**src/rtl/afe_ro_buff_port_arb_if.sv**
```systemverilog
// Requester-side and SRAM-side signal bundle of the transaction buffer port arbiter.
// The slave modport is the arbiter; the master modport is the AFE channels plus SRAM macro.
interface afe_ro_buff_port_arb_if #(
  parameter int NUM_REQ    = 4,
  parameter int DATA_WIDTH = 32,
  parameter int AWIDTH     = 10
);
  logic [NUM_REQ-1:0]                 wr_req_i;
  logic [NUM_REQ-1:0][AWIDTH-1:0]     wr_addr_i;
  logic [NUM_REQ-1:0][DATA_WIDTH-1:0] wr_data_i;
  logic [NUM_REQ-1:0]                 wr_gnt_o;
  logic [NUM_REQ-1:0]                 rd_req_i;
  logic [NUM_REQ-1:0][AWIDTH-1:0]     rd_addr_i;
  logic [NUM_REQ-1:0]                 rd_gnt_o;
  logic [NUM_REQ-1:0]                 rd_rvalid_o;
  logic [DATA_WIDTH-1:0]              rd_rdata_o;
  logic                               mem_cen_o;
  logic                               mem_wen_o;
  logic [AWIDTH-1:0]                  mem_addr_o;
  logic [DATA_WIDTH-1:0]              mem_wdata_o;
  logic [DATA_WIDTH-1:0]              mem_rdata_i;
  logic                               starve_evt_o;

  modport slave (
    input  wr_req_i, wr_addr_i, wr_data_i, rd_req_i, rd_addr_i, mem_rdata_i,
    output wr_gnt_o, rd_gnt_o, rd_rvalid_o, rd_rdata_o,
    output mem_cen_o, mem_wen_o, mem_addr_o, mem_wdata_o, starve_evt_o
  );

  modport master (
    output wr_req_i, wr_addr_i, wr_data_i, rd_req_i, rd_addr_i, mem_rdata_i,
    input  wr_gnt_o, rd_gnt_o, rd_rvalid_o, rd_rdata_o,
    input  mem_cen_o, mem_wen_o, mem_addr_o, mem_wdata_o, starve_evt_o
  );
endinterface

```
**src/rtl/afe_ro_buff_port_arb.sv**
```systemverilog
// Single-port SRAM buffer arbiter for NUM_REQ AFE channels: writes first, round-robin
// within each class, with a write-streak limit that forces a pending read through.

// One round-robin lane: wins when it requests and nobody from ptr up to it does.
module afe_ro_buff_port_arb_lane #(
  parameter int NUM_REQ = 4,
  parameter int IDX     = 0,
  parameter int PTR_W   = 2
) (
  input  logic [NUM_REQ-1:0] req,
  input  logic [PTR_W-1:0]   ptr,
  output logic               win
);
  localparam logic [PTR_W:0]   N_W   = (PTR_W+1)'(NUM_REQ);
  localparam logic [PTR_W-1:0] IDX_W = PTR_W'(IDX);

  logic [PTR_W:0]   sum;
  logic [PTR_W-1:0] idx;
  logic             seen;
  logic             found;

  always_comb begin
    win   = 1'b0;
    seen  = 1'b0;
    found = 1'b0;
    sum   = '0;
    idx   = '0;
    for (int off = 0; off < NUM_REQ; off++) begin
      sum = {1'b0, ptr} + (PTR_W+1)'(off);
      if (sum >= N_W) sum = sum - N_W;
      idx = sum[PTR_W-1:0];
      if (!found) begin
        if (idx == IDX_W) begin
          win   = req[IDX] & ~seen;
          found = 1'b1;
        end else begin
          seen = seen | req[idx];
        end
      end
    end
  end
endmodule

module afe_ro_buff_port_arb #(
  parameter int NUM_REQ       = 4,
  parameter int DATA_WIDTH    = 32,
  parameter int AWIDTH        = 10,
  parameter int MAX_WR_STREAK = 8
) (
  input logic                      clk_i,
  input logic                      rst_i,
  afe_ro_buff_port_arb_if.slave    bus
);
  localparam int         PTR_W      = $clog2(NUM_REQ);
  localparam logic [7:0] STREAK_MAX = 8'(MAX_WR_STREAK);

  logic [PTR_W-1:0]      wr_ptr, rd_ptr, wr_nxt, rd_nxt;
  logic [7:0]            streak;
  logic [NUM_REQ-1:0]    wr_win, rd_win, wr_gnt, rd_gnt, rvalid_q;
  logic                  any_wr, any_rd, wr_cls, rd_cls, starve;
  logic [AWIDTH-1:0]     addr;
  logic [DATA_WIDTH-1:0] wdata;

  for (genvar k = 0; k < NUM_REQ; k++) begin : g_lane
    afe_ro_buff_port_arb_lane #(.NUM_REQ(NUM_REQ), .IDX(k), .PTR_W(PTR_W)) u_wr (
      .req(bus.wr_req_i), .ptr(wr_ptr), .win(wr_win[k])
    );
    afe_ro_buff_port_arb_lane #(.NUM_REQ(NUM_REQ), .IDX(k), .PTR_W(PTR_W)) u_rd (
      .req(bus.rd_req_i), .ptr(rd_ptr), .win(rd_win[k])
    );
  end

  // Class select: writes win unless the streak limit is reached with a read waiting.
  always_comb begin
    any_wr = |bus.wr_req_i;
    any_rd = |bus.rd_req_i;
    rd_cls = ~rst_i & any_rd & (~any_wr | (streak == STREAK_MAX));
    wr_cls = ~rst_i & any_wr & ~rd_cls;
    starve = rd_cls & any_wr;
    wr_gnt = wr_cls ? wr_win : '0;
    rd_gnt = rd_cls ? rd_win : '0;
  end

  always_comb begin
    wr_nxt = wr_ptr;
    rd_nxt = rd_ptr;
    addr   = '0;
    wdata  = '0;
    for (int k = 0; k < NUM_REQ; k++) begin
      if (wr_gnt[k]) begin
        wr_nxt = (k == NUM_REQ-1) ? '0 : PTR_W'(k+1);
        addr   = addr  | bus.wr_addr_i[k];
        wdata  = wdata | bus.wr_data_i[k];
      end
      if (rd_gnt[k]) begin
        rd_nxt = (k == NUM_REQ-1) ? '0 : PTR_W'(k+1);
        addr   = addr | bus.rd_addr_i[k];
      end
    end
  end

  always_ff @(posedge clk_i) begin
    if (rst_i) begin
      wr_ptr   <= '0;
      rd_ptr   <= '0;
      streak   <= '0;
      rvalid_q <= '0;
    end else begin
      wr_ptr   <= wr_nxt;
      rd_ptr   <= rd_nxt;
      rvalid_q <= rd_gnt;
      if ((|rd_gnt) || !any_rd)
        streak <= '0;
      else if ((|wr_gnt) && (streak != STREAK_MAX))
        streak <= streak + 8'd1;
    end
  end

  assign bus.wr_gnt_o     = wr_gnt;
  assign bus.rd_gnt_o     = rd_gnt;
  assign bus.starve_evt_o = starve;
  assign bus.mem_cen_o    = ~((|wr_gnt) | (|rd_gnt));
  assign bus.mem_wen_o    = ~(|wr_gnt);
  assign bus.mem_addr_o   = addr;
  assign bus.mem_wdata_o  = wdata;
  // Masked while reset is high so a read granted just before reset returns nothing.
  assign bus.rd_rvalid_o  = rst_i ? '0 : rvalid_q;
  assign bus.rd_rdata_o   = bus.mem_rdata_i;
endmodule

```
**src/flat_wrapper.sv**
```systemverilog
// flat-port wrapper written by rule: the top's interface ports become plain ports
module afe_ro_buff_port_arb_flat 
#(
  parameter int NUM_REQ       = 4,
  parameter int DATA_WIDTH    = 32,
  parameter int AWIDTH        = 10,
  parameter int MAX_WR_STREAK = 8
)
  (clk_i, rst_i, bus_wr_req_i, bus_wr_addr_i, bus_wr_data_i, bus_rd_req_i, bus_rd_addr_i, bus_mem_rdata_i, bus_wr_gnt_o, bus_rd_gnt_o, bus_rd_rvalid_o, bus_rd_rdata_o, bus_mem_cen_o, bus_mem_wen_o, bus_mem_addr_o, bus_mem_wdata_o, bus_starve_evt_o);
  afe_ro_buff_port_arb_if #(.NUM_REQ(NUM_REQ), .DATA_WIDTH(DATA_WIDTH), .AWIDTH(AWIDTH)) bus_i ();
  input logic clk_i;
  input logic rst_i;
  input wire logic [$bits(bus_i.wr_req_i)-1:0] bus_wr_req_i;
  input wire logic [$bits(bus_i.wr_addr_i)-1:0] bus_wr_addr_i;
  input wire logic [$bits(bus_i.wr_data_i)-1:0] bus_wr_data_i;
  input wire logic [$bits(bus_i.rd_req_i)-1:0] bus_rd_req_i;
  input wire logic [$bits(bus_i.rd_addr_i)-1:0] bus_rd_addr_i;
  input wire logic [$bits(bus_i.mem_rdata_i)-1:0] bus_mem_rdata_i;
  output wire logic [$bits(bus_i.wr_gnt_o)-1:0] bus_wr_gnt_o;
  output wire logic [$bits(bus_i.rd_gnt_o)-1:0] bus_rd_gnt_o;
  output wire logic [$bits(bus_i.rd_rvalid_o)-1:0] bus_rd_rvalid_o;
  output wire logic [$bits(bus_i.rd_rdata_o)-1:0] bus_rd_rdata_o;
  output wire logic [$bits(bus_i.mem_cen_o)-1:0] bus_mem_cen_o;
  output wire logic [$bits(bus_i.mem_wen_o)-1:0] bus_mem_wen_o;
  output wire logic [$bits(bus_i.mem_addr_o)-1:0] bus_mem_addr_o;
  output wire logic [$bits(bus_i.mem_wdata_o)-1:0] bus_mem_wdata_o;
  output wire logic [$bits(bus_i.starve_evt_o)-1:0] bus_starve_evt_o;
  assign bus_i.wr_req_i = bus_wr_req_i;
  assign bus_i.wr_addr_i = bus_wr_addr_i;
  assign bus_i.wr_data_i = bus_wr_data_i;
  assign bus_i.rd_req_i = bus_rd_req_i;
  assign bus_i.rd_addr_i = bus_rd_addr_i;
  assign bus_i.mem_rdata_i = bus_mem_rdata_i;
  assign bus_wr_gnt_o = bus_i.wr_gnt_o;
  assign bus_rd_gnt_o = bus_i.rd_gnt_o;
  assign bus_rd_rvalid_o = bus_i.rd_rvalid_o;
  assign bus_rd_rdata_o = bus_i.rd_rdata_o;
  assign bus_mem_cen_o = bus_i.mem_cen_o;
  assign bus_mem_wen_o = bus_i.mem_wen_o;
  assign bus_mem_addr_o = bus_i.mem_addr_o;
  assign bus_mem_wdata_o = bus_i.mem_wdata_o;
  assign bus_starve_evt_o = bus_i.starve_evt_o;
  afe_ro_buff_port_arb #(.NUM_REQ(NUM_REQ), .DATA_WIDTH(DATA_WIDTH), .AWIDTH(AWIDTH), .MAX_WR_STREAK(MAX_WR_STREAK)) u_core (.clk_i(clk_i), .rst_i(rst_i), .bus(bus_i));
endmodule
```
**config.mk**
```make
export PLATFORM = sky130hd
export DESIGN_NAME = afe_ro_buff_port_arb_flat
export DESIGN_NICKNAME = d
export VERILOG_FILES = /design/src/rtl/afe_ro_buff_port_arb_if.sv /design/src/rtl/afe_ro_buff_port_arb.sv /design/src/flat_wrapper.sv
export SDC_FILE = /design/constraint.sdc
export NUM_CORES = 1
export LEC_CHECK = 0
export ABC_AREA = 0
export CAP_MARGIN = 10
export CORE_AREA = 5 5 129 131
export DETAILED_ROUTE_END_ITERATION = 7
export DIE_AREA = 0 0 134 136
export HOLD_SLACK_MARGIN = 0.15
export PLACE_DENSITY_LB_ADDON = 0.05
export SLEW_MARGIN = 15
export SYNTH_ARGS = -nofsm -noshare
export SYNTH_HDL_FRONTEND = slang
export SYNTH_HIERARCHICAL = 1
export SYNTH_SLANG_ARGS = --single-unit
```
**constraint.sdc**
```tcl
create_clock -name clk_i -period 7.6 [get_ports clk_i]
set_input_delay 1.52 -clock clk_i [delete_from_list [all_inputs] [get_ports clk_i]]
set_output_delay 1.52 -clock clk_i [all_outputs]
set_load 0.02 [all_outputs]
```
* Word-level counts from Yosys, hierarchy flattened
Index checks and enable logic that the tools add are counted.
** Storage, ports and cells
- Flip-flop bits (word level) :: 16
- Input bits :: 250
- Output and inout port bits :: 89
- Word-level logic and storage cells :: 342
** Cells by class
- $add $sub $neg :: 15
- Magnitude comparators :: 14
- Equal/unequal tests :: 26
- Multiplexer cells :: 177
- Bitwise gates (word level) :: 86
- Reduce and logical (&&, ||, !) cells :: 20
** Operators by type and width (count)
- two-way mux 1 bit :: 142
- two-way mux 32 bit :: 4
- OR 32 bit :: 3
- two-way mux 10 bit :: 8
- OR 10 bit :: 7
- == test 2 bit, second input constant :: 16
- bitwise AND 1 bit :: 29
- NOT 1 bit :: 29
- two-way mux 2 bit :: 14
- greater-or-equal comparator 3 bit, second input constant :: 6
- less-than comparator 2 x 3 -> 1 bit, second input constant :: 6
- OR 1 bit :: 18
- == test 2 x 1 -> 1 bit, second input constant :: 8
- logical NOT 2 bit :: 8
- OR reduction 4 bit :: 4
- subtractor 2 x 1 -> 2 bit, second input constant :: 8
- adder 2 x 2 -> 3 bit, second input constant :: 4
- binary-select mux 1 bit (select 2 bit) :: 6
- two-way mux 4 bit :: 3
- adder 8 x 1 -> 8 bit, second input constant :: 1
- == test 8 x 4 -> 1 bit, second input constant :: 1
- != test 8 x 4 -> 1 bit, second input constant :: 1
- adder 2 x 1 -> 3 bit, second input constant :: 2
- greater-or-equal comparator 2 x 3 -> 1 bit, second input constant :: 2
- 5 further kinds :: 8

* Depth between registers and ports, before layout
Gate-level depths: netlist of run 1.
- Depth in word-level cells :: 31
- Depth in mapped cells :: 10
- Depth with buffers taken out :: 10

* Cells and area by module
Netlist of run 1, hierarchy kept.
** Modules (own cells, without submodules)
- afe_ro_buff_port_arb :: instances 1, cells each 390, area an instance 2581.2 um^2, sequential area each 320.3 um^2
- afe_ro_buff_port_arb_lane at u_core.g_lane[0].u_rd ... :: instances 2, cells each 21, area an instance 183.9 um^2, sequential area each 0.0 um^2
- afe_ro_buff_port_arb_lane at u_core.g_lane[3].u_rd ... :: instances 2, cells each 20, area an instance 176.4 um^2, sequential area each 0.0 um^2
- afe_ro_buff_port_arb_lane at u_core.g_lane[1].u_rd ... :: instances 2, cells each 20, area an instance 175.2 um^2, sequential area each 0.0 um^2
- afe_ro_buff_port_arb_lane at u_core.g_lane[2].u_wr :: instances 1, cells each 21, area an instance 191.4 um^2, sequential area each 0.0 um^2
- afe_ro_buff_port_arb_lane at u_core.g_lane[2].u_rd :: instances 1, cells each 20, area an instance 177.7 um^2, sequential area each 0.0 um^2

* Worst setup path before layout of run 1
No wires, ideal clock.
- Path kind :: input-to-output
- Start point :: in bus_wr_req_i[3]
- End point :: out bus_mem_wdata_o[10]
- Data arrival time :: 3.636 ns
- Required time :: 6.080 ns
- Setup slack :: 2.444 ns
- Stages on the path :: 7
- Buffers on the path :: 1
- Path through :: mux4_2 -> nor2b_1 -> a2111oi_2 -> nor3b_1 -> clkbuf_1 -> nand3_1 -> nand4_1
** On the way
- Elaborated cells on any way between the ends :: 98
- Classes of those cells :: 56 x mux; 41 x bitwise; 1 x reduce/logical
** RTL lines
- start, declared :: line flat_wrapper.sv:13 : input wire logic [$bits(bus_i.wr_req_i)-1:0] bus_wr_req_i;
- binary-select mux 1 bit (select 2 bit) :: line afe_ro_buff_port_arb.sv:37 : seen = seen | req[idx];
- two-way mux 1 bit (implied by the code) :: line afe_ro_buff_port_arb.sv:37
- two-way mux 1 bit :: line afe_ro_buff_port_arb.sv:33 : if (idx == IDX_W) begin
- OR 1 bit :: line afe_ro_buff_port_arb.sv:37
- two-way mux 1 bit :: line afe_ro_buff_port_arb.sv:33
- two-way mux 1 bit :: line afe_ro_buff_port_arb.sv:32 : if (!found) begin
- OR 1 bit :: line afe_ro_buff_port_arb.sv:37
- two-way mux 1 bit :: line afe_ro_buff_port_arb.sv:33
- [... 2 more ...]
- bitwise AND 1 bit :: line afe_ro_buff_port_arb.sv:34 : win = req[IDX] & ~seen;
- two-way mux 1 bit :: line afe_ro_buff_port_arb.sv:33
- two-way mux 1 bit (*) :: line afe_ro_buff_port_arb.sv:32
- named net u_core.wr_win[2] :: line afe_ro_buff_port_arb.sv:59 : logic [NUM_REQ-1:0] wr_win, rd_win, wr_gnt, rd_gnt, rvalid_q;
- two-way mux 4 bit (*) :: line afe_ro_buff_port_arb.sv:80 : wr_gnt = wr_cls ? wr_win : '0;
- two-way mux 32 bit (*) :: line afe_ro_buff_port_arb.sv:90 : if (wr_gnt[k]) begin
- OR 32 bit :: line afe_ro_buff_port_arb.sv:93 : wdata = wdata | bus.wr_data_i[k];
- two-way mux 32 bit (*) :: line afe_ro_buff_port_arb.sv:90
- end, declared :: line flat_wrapper.sv:26 : output wire logic [$bits(bus_i.mem_wdata_o)-1:0] bus_mem_wdata_o;
Mark *: on every way through the listed nets, which the timed path passes. The rest lies on a longest branch. The select of a mux whose other input is x is not followed.

* Final worst setup path of run 1
- Start point :: in bus_wr_req_i[3]
- End point :: out bus_mem_wdata_o[11]
The elaborated chain is that of the path after synthesis.

==> impl_metrics.ini, run 1 <==
[routing]
vias = 5192
met2_length_mm = 9.79
wl_mm = 19.0
dr.max_layer_used = met4
drt_first_iter_violations = 315
wl_met3_mm = 1.05
post_drt_via_cell_ratio = 5.39
drc = 0
firstDrtPassIters = 6
detail-route-antenna-nets = 0
drt-met1-wl_mm = 7.94
avgRoutedWirePerCell_um = 19.7

[global_routing]
first_global_vias = 5063
grt_pass1_wl_mm = 28.8
grt_max_degree = 102
gr-usage-all-layers_pct = 19.3
antenna_found_initial = 0
grt-ovfl-total = 0

[worst_setup_path]
critPathRequiredTime_ns = 6.08
max_stage_delay_ns = 0.66
cp.arrival_ns = 4.93
cp.depth = 10
ff2ff_setup_slack_ns = 3.72
critPathSlowestCell = clkdlybuf4s50_1
path_class = in -> out
reg2reg_depth = 8
r2r_end = u_core/streak[0]
worstPathCellList = clkdlybuf4s50_1 -> mux4_2 -> nor2b_1 -> a2111oi_2 -> buf_4 -> nor3b_2 -> buf_4 -> nand3_1 -> nand4_1 -> clkdlybuf4s50_1
start_kind = input pin
endpoint_kind = output port
crit_family = buffers and inverters
critPathMaxFanout = 33
critPathBufInv = 4
timing.rr.start = u_core/rd_ptr[1]
endpoint = bus_mem_wdata_o[11]
crit_path_start = bus_wr_req_i[3]

[hold_path]
hp-class = reg -> reg

[synthesis]
synth_largest_area_cell = nand3_1
syn_nets = 845
synthArstFlopShare_pct = 0
synth_ff_type = dfxtp_1
yosysWarnings = 6
synth_top_area_share_pct = 16.7
synth.avg_cell_area_um2 = 7.27
synth_edf_count = 0
synth_cells = 553
ys_ff_latch = 16
synth.area.top_cells = nand3_1 (17%), ha_1 (13%), dfxtp_1 (8.0%), buf_4 (6.0%), nand4_1 (5.0%)
syn_area_um2 = 4020
synth.distinct_cells = 61
ys_seq_area_share_pct = 7.97

[cts]
postCtsResizedCells = 0
holdBufCountCts = 0
numCtsBuffers = 3
root_buffer = clkbuf_16
clkTransAtPathRegs_ns = 0.05
cts-htree-levels = 1
clk_latency_ns = 0.24
postCtsSetupRepairBufs = 0
cts_sinks = 16
cts_tree = built
clockBufferDepth = 2

[power_and_ir_drop]
combPwrFrac_pct = 83.4
pwr-share-seq_pct = 8.4
power-per-cell-area_nw_per_um2 = 182
p_clk_share_pct = 8.2
sw_frac_of_total_pct = 46.5
p_sw_w = 0.000575
p_leak_nw = 2.42
ir_drop_mv = 0.0892
power.internal_w = 0.000663

[sta]
finalSetupViolCount = 0
rsz0062_at_grt = no
worstMarginPinSlew_ns = 1.15
max_freq_mhz = 155
slew_viol_final = 0
relSlewSlack_pct = 23.1
skew_ns = 0.00130
setup_tns_ns = 0
min_period_ns = 6.45
hold_ws_ns = 0.521
finalHoldViolations = 0
final.period_utilization_pct = 84.8

[finish]
diodes = 0
drive_gt1_share_pct = 6.10
area_delta_synth_final_pct = 69.7
fin_nets = 1065
layout_common_cells = clkdlybuf4s50_1 (274), nand3_1 (134), ha_1 (42)
final_common_cell = clkdlybuf4s50_1

[floorplanning]
start_util_pct = 26.0
rows = 46
core-area_um2 = 15500
dieArea_um2 = 18200
design.portCount = 339
die_h_um = 136
die_w_um = 134

[place]
dpl.hpwl_mm = 15.0
numPortBuffers = 274
place_congestion = 0.810

[run_status]
status = finished clean

[job]
cap_violations = 0
## cell families (layout without fill, tap and decap cells)
kind of cell / after synthesis / in the layout / synth area share (%)
xor+xnor: 2 / 2 / 0.436
buf+inv: 101 / 319 / 12.7
simple gates: 255 / 255 / 35.8
compound gates: 117 / 117 / 23.4
fa+ha+maj: 42 / 42 / 13.1
mux: 20 / 20 / 6.66
flops: 16 / 16 / 7.97
## cell type report
type	instances	area [µm²]
fill	1544	8660
tap	192	240
multi-input combinational	436	3230
timing repair buffer	286	2850
clock buffer	3	75.1
inverter	30	113
sequential	16	320
## state kept, by name (all words and copies together) (netlist names)
| register | cells |
|---|---|
| u_core/wr_ptr | 2 |
| u_core/rvalid_q | 4 |
| u_core/streak | 8 |
| u_core/rd_ptr | 2 |
## how the worst min path moves through the flow
stage	start	endpoint	cells after the start
2_1_floorplan	u_core/streak[0]	u_core/streak[0]	2
3_3_place_gp	u_core/streak[0]	u_core/streak[0]	2
3_5_place_dp	u_core/streak[7]	u_core/streak[7]	2
4_1_cts	u_core/streak[7]	u_core/streak[7]	2
5_1_grt	u_core/streak[1]	u_core/streak[1]	2
6_report	u_core/streak[7]	u_core/streak[7]	2
## Yosys cell counts, types with 5 or more instances
cell type,number
inv_1,28
nor4_1,8
mux4_2,5
o22ai_1,14
mux2i_1,11
buf_4,32
nand3_1,134
a21oi_1,13
ha_1,42
dfxtp_1,16
nand2_1,10
and2_1,6
o31ai_1,5
nor2b_1,11
clkbuf_1,23
nor2_1,18
nand4_1,32
nand2b_1,5
a22o_1,20
buf_2,8
a221oi_1,21
o21ai_0,7
buf_1,8
## per-layer routing
| layer | vias to the layer above | GRT usage (%) |
|---|---|---|
| met1 | 2463 | 25.1 |
| met3 | 14 | 3.74 |
| met4 | 0 | 2.40 |
| met5 | - | 0 |
| met2 | 163 | 34.1 |
| li1 | 2552 | - |
## power by group through the flow
stage	clock network [W]	logic, W	registers, W
floorplan	0	0.000583	0.000122
global placement	0	0.00102	0.000105
detailed placement	0	0.00104	0.000106
CTS	0.000105	0.00104	0.000104
global route	0.000109	0.00112	0.000106
finish	0.000102	0.00103	0.000104
## worst reg2reg max path, cell delays in order, from the launching register on
cell and delay [ns]:
dfxtp_1 0.91, inv_1 0.20, ha_1 0.41, nand4bb_1 0.17, o221ai_1 0.15, a221oi_2 1.02
nor4_1 0.17, o21bai_1 0.60, a21oi_1 0.09
## metrics by stage
| step | instances | power [W] | utilization (%) | instance area (µm²) | setup WS [ns] |
|---|---|---|---|---|---|
| 6_report | 963 | 0.00124 | 44.1 | 6820 | 1.15 |
| 3_5_place_dp | 960 | 0.00114 | 43.6 | 6750 | 1.18 |
| 3_3_place_gp | 960 | 0.00113 | 43.6 | 6750 | 1.21 |
| 2_1_floorplan | 553 | 0.000704 | - | 4020 | 2.44 |
| 5_1_grt | 963 | 0.00133 | 44.1 | 6820 | 0.866 |
| 4_1_cts | 963 | 0.00125 | 44.1 | 6820 | 1.15 |
Power figures use the tool's default switching activity.
==> run 2: changes to the inputs <==
==> constraint.sdc (replaced) <==
create_clock -name clk_i -period 5.3 [get_ports clk_i]
set_input_delay 1.06 -clock clk_i [delete_from_list [all_inputs] [get_ports clk_i]]
set_output_delay 1.06 -clock clk_i [all_outputs]
set_load 0.02 [all_outputs]
==> impl_metrics.ini, run 2 (synthesis results as in run 1) <==
[routing]
dr.max_layer_used = met4
drt_first_iter_violations = 332
avgRoutedWirePerCell_um = 19.4
drt-met1-wl_mm = 7.94
wl_mm = 19.1
drc = 0
met2_length_mm = 9.83
vias = 5247
post_drt_via_cell_ratio = 5.35
detail-route-antenna-nets = 0
wl_met3_mm = 1.09
firstDrtPassIters = 5

[sta]
skew_ns = 0.00123
max_freq_mhz = 195
setup_tns_ns = 0
min_period_ns = 5.12
final.period_utilization_pct = 96.6
finalHoldViolations = 0
relSlewSlack_pct = 49.0
setup_ws_ns = 0.179
finalSetupViolCount = 0
rsz0062_at_grt = no
slew_viol_final = 0
worstMarginPinSlew_ns = 0.765

[worst_setup_path]
cp.arrival_ns = 4.06
cp.depth = 11
r2r_end = u_core/streak[6]
critPathRequiredTime_ns = 4.24
reg2reg_depth = 9
crit_family = buffers and inverters
path_class = in -> out
crit_path_start = bus_wr_req_i[2]
endpoint_kind = output port
critPathSlowestCell = clkdlybuf4s50_1
worstPathCellList = clkdlybuf4s50_1 -> mux4_2 -> nand2b_1 -> a21oi_1 -> a211oi_2 -> buf_4 -> buf_4 -> or4_1 -> nand3_1 -> o21a_1 -> clkdlybuf4s50_1
endpoint = bus_mem_cen_o
critPathBufInv = 4
ff2ff_setup_slack_ns = 1.85
max_stage_delay_ns = 0.63
start_kind = input pin
timing.rr.start = u_core/wr_ptr[0]
critPathMaxFanout = 9

[floorplanning]
rows = 46
core-area_um2 = 15500
design.portCount = 339
start_util_pct = 26.0
die_w_um = 134
die_h_um = 136
dieArea_um2 = 18200

[cts]
cts_tree = built
clkTransAtPathRegs_ns = 0.05
numCtsBuffers = 3
cts_sinks = 16
postCtsSetupRepairBufs = 0
cts-htree-levels = 1
holdBufCountCts = 0
clockBufferDepth = 2
clk_latency_ns = 0.24
root_buffer = clkbuf_16
postCtsResizedCells = 0

[place]
place_worst_setup_slack_ns = 0.136
place_congestion = 0.863
numPortBuffers = 274
dp.cells = 976
dpl.hpwl_mm = 15.3

[finish]
area_delta_synth_final_pct = 74.9
drive_gt1_share_pct = 8.25
reg.largest.list = u_core/streak x8, u_core/rvalid_q x4
layout_common_cells = clkdlybuf4s50_1 (273), nand3_1 (134), ha_1 (42)
fin_cells = 981
final_common_cell = clkdlybuf4s50_1
top_register = u_core/streak
fillers = 1524
largest_reg_flops = 8
fin_nets = 1081

[run_status]
status = finished clean

[power_and_ir_drop]
power-per-cell-area_nw_per_um2 = 261
p_leak_nw = 2.54
ir_drop_mv = 0.202

[job]
cap_violations = 0

[global_routing]
gr-usage-all-layers_pct = 19.1
grt_max_degree = 82
grt-ovfl-total = 0
antenna_found_initial = 0
first_global_vias = 5088
grt_pass1_wl_mm = 28.6

[hold_path]
hp-class = reg -> reg
## run 2: changes by cell type in the layout (fill, tap and decap cells not counted), sizes merged
cell           previous run  this run
clkdlybuf4s50           274       273
clkbuf                    3         4
dlymetal6s2s              0         1
diode                     0         1
buf                      12        28
## run 2: stage by stage
stage	hold slack, ns	power, W	util (%)	area (µm²)
floorplan	0.475	0.00101	-	4020
global placement	0.499	0.00166	44.8	6930
detailed placement	0.505	0.00168	44.8	6930
CTS	0.513	0.00185	45.3	7020
global route	0.535	0.00197	45.4	7030
finish	0.515	0.00184	45.4	7030
## run 2: area by class of cell
cell class,instances,area (µm²),area share [%]
timing repair buffer,302,3030,43.1
multi-input combinational,436,3240,46.0
tap,192,240,3.42
inverter,30,113,1.60
sequential,16,320,4.56
clock buffer,4,88.8,1.26
antenna,1,2.50,0.0356
## run 2: tightest hold or removal path: stages (launching register included)
cell and delay, ns:
dfxtp_1 0.33, o21ai_0 0.08, a21oi_1 0.06
## run 2: metal layers
layer | vias up | global-route usage [%]
met5 | - | 0
met4 | 0 | 2.63
met3 | 16 | 4.00
met2 | 183 | 34.1
met1 | 2467 | 24.4
li1 | 2581 | -
## run 2: report_power, final
part | switching, W | internal (W)
clock network | 0.0000479 | 0.000115
logic | 0.000758 | 0.000755
registers | 0.0000320 | 0.000130
total | 0.000838 | 0.00100
## run 2: worst min-delay path by stage
stage,from,to,cells after the start,slack [ns]
detailed placement,u_core/streak[0],u_core/streak[0],2,0.50
global placement,u_core/streak[0],u_core/streak[0],2,0.50
floorplan,u_core/streak[0],u_core/streak[0],2,0.48
global route,u_core/streak[1],u_core/streak[1],2,0.53
finish,u_core/streak[1],u_core/streak[1],2,0.51
CTS,u_core/streak[1],u_core/streak[1],2,0.51
==> run 3: changes to the inputs <==
--- a/config.mk
+++ b/config.mk
@@ -11,6 +11,7 @@
 export DETAILED_ROUTE_END_ITERATION = 7
 export DIE_AREA = 0 0 134 136
 export HOLD_SLACK_MARGIN = 0.15
+export MAX_ROUTING_LAYER = met4
 export PLACE_DENSITY_LB_ADDON = 0.05
 export SLEW_MARGIN = 15
 export SYNTH_ARGS = -nofsm -noshare
==> impl_metrics.ini, run 3 (synthesis results as in run 1) <==
[run_status]
status = finished clean

[finish]
multi_input_area_um2 = 3240
reg.largest.list = u_core/streak x8, u_core/rvalid_q x4
fin_nets = 1081
ff_latch_area_um2 = 320
layout_common_cells = clkdlybuf4s50_1 (273), nand3_1 (134), ha_1 (42)
fin_area_um2 = 7030
final_common_cell = clkdlybuf4s50_1
drive_gt1_share_pct = 8.25
largest_reg_flops = 8
fillers = 1524
area_delta_synth_final_pct = 74.9
top_register = u_core/streak

[worst_setup_path]
critPathMaxFanout = 9
endpoint_kind = output port
cp.arrival_ns = 4.07
critPathRequiredTime_ns = 4.24
worstPathCellList = clkdlybuf4s50_1 -> mux4_2 -> nand2b_1 -> a21oi_1 -> a211oi_2 -> buf_4 -> buf_4 -> or4_1 -> nand3_1 -> o21a_1 -> clkdlybuf4s50_1
crit_family = buffers and inverters
path_class = in -> out
start_kind = input pin
critPathSlowestCell = clkdlybuf4s50_1
critPathBufInv = 4
max_stage_delay_ns = 0.65

[floorplanning]
core-area_um2 = 15500
dieArea_um2 = 18200
die_h_um = 136
die_w_um = 134
design.portCount = 339
start_util_pct = 26.0
rows = 46

[routing]
drt_first_iter_violations = 357
avgRoutedWirePerCell_um = 19.4
drt-met1-wl_mm = 7.98
drc = 0
detail-route-antenna-nets = 0
dr.max_layer_used = met4
firstDrtPassIters = 7
wl_met3_mm = 1.08
vias = 5246
wl_mm = 19.1
met2_length_mm = 9.79
post_drt_via_cell_ratio = 5.35

[cts]
cts_tree = built
root_buffer = clkbuf_16
clockBufferDepth = 2
numCtsBuffers = 3
postCtsSetupRepairBufs = 0
clkTransAtPathRegs_ns = 0.05
holdBufCountCts = 0
postCtsResizedCells = 0
clk_latency_ns = 0.24
cts-htree-levels = 1
cts_sinks = 16

[sta]
final.period_utilization_pct = 96.9
slew_viol_final = 0
relSlewSlack_pct = 51.2
worstMarginPinSlew_ns = 0.733
setup_tns_ns = 0
rsz0062_at_grt = no
max_freq_mhz = 195
min_period_ns = 5.13
skew_ns = 0.00133
finalSetupViolCount = 0
setup_ws_ns = 0.167
finalHoldViolations = 0

[hold_path]
hp-class = reg -> reg

[place]
dpl.hpwl_mm = 15.3
place_worst_setup_slack_ns = 0.136
placed_cell_area_um2 = 6930
place_congestion = 0.879
numPortBuffers = 274

[global_routing]
gr-usage-all-layers_pct = 19.7
grt-ovfl-total = 0
first_global_vias = 5097
grt_max_degree = 82
grt_pass1_wl_mm = 28.5
antenna_found_initial = 0

[power_and_ir_drop]
p_leak_nw = 2.54
power-per-cell-area_nw_per_um2 = 262
ir_drop_mv = 0.203

[job]
cap_violations = 0
## run 3: cell counts in the layout (fill, tap and decap cells not counted)
No cell type changed its count.
## run 3: per-stage QoR
step / total power (W) / util, % / hold WS [ns] / cells
5_1_grt: 0.00197 / 45.4 / 0.535 / 980
2_1_floorplan: 0.00101 / - / 0.475 / 553
6_report: 0.00184 / 45.4 / 0.514 / 981
4_1_cts: 0.00185 / 45.3 / 0.513 / 980
3_3_place_gp: 0.00166 / 44.8 / 0.499 / 976
3_5_place_dp: 0.00168 / 44.8 / 0.505 / 976
## run 3: final cells by class
cell class,count,share of cell area [%]
Tap cell,192,3.42
Timing Repair Buffer,302,43.1
Antenna cell,1,0.0356
Inverter,30,1.60
Multi-Input combinational cell,436,46.0
Clock buffer,4,1.26
Sequential cell,16,4.56
## run 3: final timing paths
kind         slack (ns)        startpoint                to  depth (start not counted)
min reg2reg        0.51  u_core/streak[1]  u_core/streak[1]                          2
max                0.17   bus_wr_req_i[2]     bus_mem_cen_o                         11
max reg2reg        1.84  u_core/wr_ptr[0]  u_core/streak[6]                          9
min                0.51  u_core/streak[1]  u_core/streak[1]                          2
## run 3: where the power goes
| part | switching [W] | internal [W] | leakage, nW | total, W |
|---|---|---|---|---|
| sequential | 0.0000319 | 0.000130 | 0.129 | 0.000162 |
| clock | 0.0000479 | 0.000115 | 0.0442 | 0.000162 |
| combinational | 0.000759 | 0.000755 | 2.36 | 0.00151 |
## run 3: layer usage
layer	vias to the layer above	global-route usage, %
met5	-	-
met4	0	2.69
met3	16	3.74
met2	177	34.1
met1	2468	24.4
li1	2585	-
## run 3: worst register-to-register path: cells and delay by family, from the launching register on
family                 cells  cell delay (ns)
AO/OA/AOI/OAI              2             0.50
buffers and inverters      2             0.61
flip-flops                 1             0.76
multiplexers               1             0.52
AND/OR/NAND/NOR            4             0.99
==> patch 1: new RTL, settings of run 1 <==
`AWIDTH` is set to 10 in 3 places; all go to 5.
--- a/src/rtl/afe_ro_buff_port_arb_if.sv
+++ b/src/rtl/afe_ro_buff_port_arb_if.sv
@@ -3,7 +3,7 @@
 interface afe_ro_buff_port_arb_if #(
   parameter int NUM_REQ    = 4,
   parameter int DATA_WIDTH = 32,
-  parameter int AWIDTH     = 10
+  parameter int AWIDTH     = 5
 );
   logic [NUM_REQ-1:0]                 wr_req_i;
   logic [NUM_REQ-1:0][AWIDTH-1:0]     wr_addr_i;
--- a/src/rtl/afe_ro_buff_port_arb.sv
+++ b/src/rtl/afe_ro_buff_port_arb.sv
@@ -44,7 +44,7 @@
 module afe_ro_buff_port_arb #(
   parameter int NUM_REQ       = 4,
   parameter int DATA_WIDTH    = 32,
-  parameter int AWIDTH        = 10,
+  parameter int AWIDTH        = 5,
   parameter int MAX_WR_STREAK = 8
 ) (
   input logic                      clk_i,
--- a/src/flat_wrapper.sv
+++ b/src/flat_wrapper.sv
@@ -3,7 +3,7 @@
 #(
   parameter int NUM_REQ       = 4,
   parameter int DATA_WIDTH    = 32,
-  parameter int AWIDTH        = 10,
+  parameter int AWIDTH        = 5,
   parameter int MAX_WR_STREAK = 8
 )
   (clk_i, rst_i, bus_wr_req_i, bus_wr_addr_i, bus_wr_data_i, bus_rd_req_i, bus_rd_addr_i, bus_mem_rdata_i, bus_wr_gnt_o, bus_rd_gnt_o, bus_rd_rvalid_o, bus_rd_rdata_o, bus_mem_cen_o, bus_mem_wen_o, bus_mem_addr_o, bus_mem_wdata_o, bus_starve_evt_o);
Interface: changed (resized bus_mem_addr_o, bus_rd_addr_i and bus_wr_addr_i); port bits go from 339 to 294. The function was not compared with the original's and may differ.
==> patch 1 against run 1 <==
Die area stayed put. Highest routed layer unchanged. First-iteration DRC count is 19% lower. Routed wire length is 12% lower. Largest cell class unchanged. Power is 5.4% lower. Sequential power is 6% higher. Sequential share of layout area is 0.50 points higher. Area after synthesis is 5.3% lower. Setup slack worse by 0.065 ns. Sequential cell count stayed put. Design area is 9.7% lower.
==> patch 1: results <==
group,metric,value,unit
status,outcome,"finished clean",
pwr,combPwrFrac,0.807,
placed_design,place_area,6070,sq um
placed_design,place_hpwl,13.1,mm
worst_setup_path,cpMaxStageDelayCell,"a221oi_2",
grt,gr-usage-met1,0.205,
pwr,p_seq,0.110,mW
layout,seq_share,0.0520,
layout,multi_input_gates,413,
layout,clkCellAreaFrac,0.0144,
layout,clockBufferCount,4,
logic_synthesis,synth.distinct_cells,57,
pwr,ir_drop,0.0915,mV
logic_synthesis,yosys-top-cells-count,"nand3_1 (132), ha_1 (42), nand4_1 (34)",
detailed_routing,finalWirelength,16.7,mm
pwr,power_switching,0.548,mW
worst_setup_path,path_max_fanout,34,
placed_design,place_congestion,0.843,
grt,gr-usage-met3,0.0448,
grt,grt_max_degree,51,
logic_synthesis,ys_top_cells_by_area,"nand3_1 (17%), ha_1 (14%), dfxtp_1 (8.4%)",
timing,worst_pin_slew,0.894,ns
grt,grt_util_met2,0.297,
grt,grt_use_total,0.169,
detailed_routing,met1Wirelength,6.73,mm
layout,signal_buffers,241,
layout,multi_input_area,3030,sq um
worst_setup_path,arrival,4.99,ns
placed_design,place.port_buffers,229,
logic_synthesis,seq_area_frac_synth,0.0841,
detailed_routing,first_pass_iters,5,
layout,inverters_excl_clock,26,
logic_synthesis,syn_nets,778,
layout,layout.nonclk_buf_frac,0.387,
layout,fin_area,6160,sq um
grt,grt_pass1_vias,4683,
detailed_routing,drt-initial-drc-count,254,
layout,nNetsFinal,953,
patch 1: cell count changes in the layout (fill, tap and decap cells not counted), moves of 4 or more:
cell | run 1 | this run
a221oi_1 | 21 | 10
a22o_1 | 20 | 10
nor2_1 | 18 | 14
inv_1 | 28 | 24
and2_1 | 6 | 12
clkdlybuf4s50_1 | 274 | 229
o22ai_1 | 14 | 9
patch 1: final timing paths:
kind,start,endpoint,slack (ns),cells past startpoint
hold / removal,u_core/streak[7]$_SDFFE_PP0P_,u_core/streak[7]$_SDFFE_PP0P_,0.52,2
hold reg to reg,u_core/streak[7]$_SDFFE_PP0P_,u_core/streak[7]$_SDFFE_PP0P_,0.52,2
setup reg to reg,u_core/wr_ptr[0]$_SDFFE_PP0P_,u_core/streak[7]$_SDFFE_PP0P_,3.82,11
setup / recovery,bus_wr_req_i[0],bus_mem_wdata_o[0],1.09,8
patch 1: per-stage QoR:
step / power (mW) / utilization / setup WS [ns] / std cells / hold slack (ns)
4_1_cts: 1.19 / 0.398 / 1.10 / 892 / 0.520
5_1_grt: 1.26 / 0.398 / 0.805 / 892 / 0.542
3_3_place_gp: 1.05 / 0.392 / 1.19 / 888 / 0.492
2_1_floorplan: 0.679 / - / 2.54 / 526 / 0.484
3_5_place_dp: 1.06 / 0.392 / 1.10 / 888 / 0.511
6_report: 1.17 / 0.398 / 1.09 / 892 / 0.520
patch 1: logic make-up (layout without fill, tap and decap cells):
family | Yosys count | in the layout | share of synthesized area
DFF | 16 | 16 | 0.0841
muxes | 20 | 20 | 0.0670
and+or+nand+nor | 257 | 257 | 0.382
AOI/OAI and AO/OA | 92 | 92 | 0.195
xor gates and xnor gates | 2 | 2 | 0.00460
buffers and inverters | 97 | 271 | 0.129
adders and majority gates | 42 | 42 | 0.138
==> patch 2: new RTL, flow settings as in run 1 <==
Made on the original files. Make the reset (`rst_i`) asynchronous in one clocked block.
--- a/src/rtl/afe_ro_buff_port_arb.sv
+++ b/src/rtl/afe_ro_buff_port_arb.sv
@@ -99,7 +99,7 @@
     end
   end
 
-  always_ff @(posedge clk_i) begin
+  always_ff @(posedge clk_i or posedge rst_i) begin
     if (rst_i) begin
       wr_ptr   <= '0;
       rd_ptr   <= '0;
Formal check against the unedited RTL: same outputs for any inputs over 4 cycles, from zero or initial values and one cycle with rst_i high; that may be too few to reach the edited logic, so the function may still have changed.
==> patch 2 against run 1 <==
Routed wire length is 4.7% higher. Design area is 2.4% lower. Clock skew hardly changed. Sequential cell count stayed put. Power is 55% higher. Setup slack worse by 0.22 ns. Combinational power is 58% higher. Area after synthesis is 4.3% lower. Via count is 6.9% lower. Critical path type unchanged. Critical endpoint is now bus_mem_addr_o[6]. Largest cell class unchanged.
==> patch 2: results <==
group,metric,value,unit
layout,layout.nonclk_buf_frac,0.426,
worst_setup_path,ff2ff_path_depth,10,
worst_setup_path,path_max_fanout,25,
layout,signal_buffers,287,
layout,clkCellAreaFrac,0.0133,
timing,max_freq,150,MHz
worst_setup_path,timing.rr.start,"u_core/wr_ptr[1]$_DFFE_PP0N_",
pwr,ir_drop,0.141,mV
layout,layout-drive-gt1-share,0.0728,
status,outcome,"finished clean",
pwr,swShare,0.512,
logic_synthesis,ys_top_cells_by_area,"ha_1 (14%), a22oi_1 (13%), dfrtp_1 (10%)",
layout,nNetsFinal,994,
placed_design,place_ws,1.05,ns
logic_synthesis,syn_nets,765,
logic_synthesis,yosys-top-cells-count,"a22oi_1 (66), a21oi_1 (45), ha_1 (42)",
layout,multi_input_gates,363,
worst_setup_path,worstReg2RegEnd,"u_core/streak[7]$_DFFE_PP0P_",
worst_setup_path,setup.worst_path.end,"bus_mem_addr_o[6]",
detailed_routing,num_vias,4833,
detailed_routing,first_pass_iters,4,
logic_synthesis,synth.distinct_cells,64,
placed_design,place_hpwl,15.7,mm
layout,multi_input_area,2980,sq um
timing,worst_hold_slack,0.597,ns
layout,seq_share,0.0601,
logic_synthesis,ys.flop_type,"dfrtp_1",
grt,grt_max_degree,46,
placed_design,dp_cells,889,
layout,clockBufferCount,4,
detailed_routing,avgRoutedWirePerCell,22.3,um
detailed_routing,wl_met3,1.39,mm
logic_synthesis,syn_area_per_cell,8.14,sq um
layout,seq_cells,16,
pwr,leakage,2.43,nW
hold_path,min_from,"u_core/streak[3]$_DFFE_PP0P_",
layout,inverters_excl_clock,31,
patch 2: changes by cell type after synthesis, moves of 5 or more:
cell	delta
a21oi_1	+32
a22oi_1	+64
buf_1	-8
buf_4	+5
dfrtp_1	+16
dfxtp_1	-16
nand3_1	-132
nand4_1	-32
patch 2: kinds of logic after synthesis:
family,count (synthesis),synth area share
xor+xnor,1,0.00228
simple gates,86,0.141
fa+ha+maj,42,0.136
flops,16,0.104
mux,20,0.0695
buf+inv,94,0.131
compound gates,214,0.415
patch 2: power by group through the flow:
stage / Sequential (mW) / Clock (mW) / Combinational, mW
after CTS: 0.171 / 0.119 / 1.64
after detailed placement: 0.172 / 0 / 1.63
after floorplan: 0.182 / 0 / 1.03
after global placement: 0.169 / 0 / 1.60
after global routing: 0.179 / 0.121 / 1.77
final: 0.171 / 0.116 / 1.63
patch 2: routing by layer:
layer,track usage,vias to the layer above
li1,-,2291
met5,0,-
met2,0.368,207
met3,0.0381,32
met1,0.241,2303
met4,0.0446,0
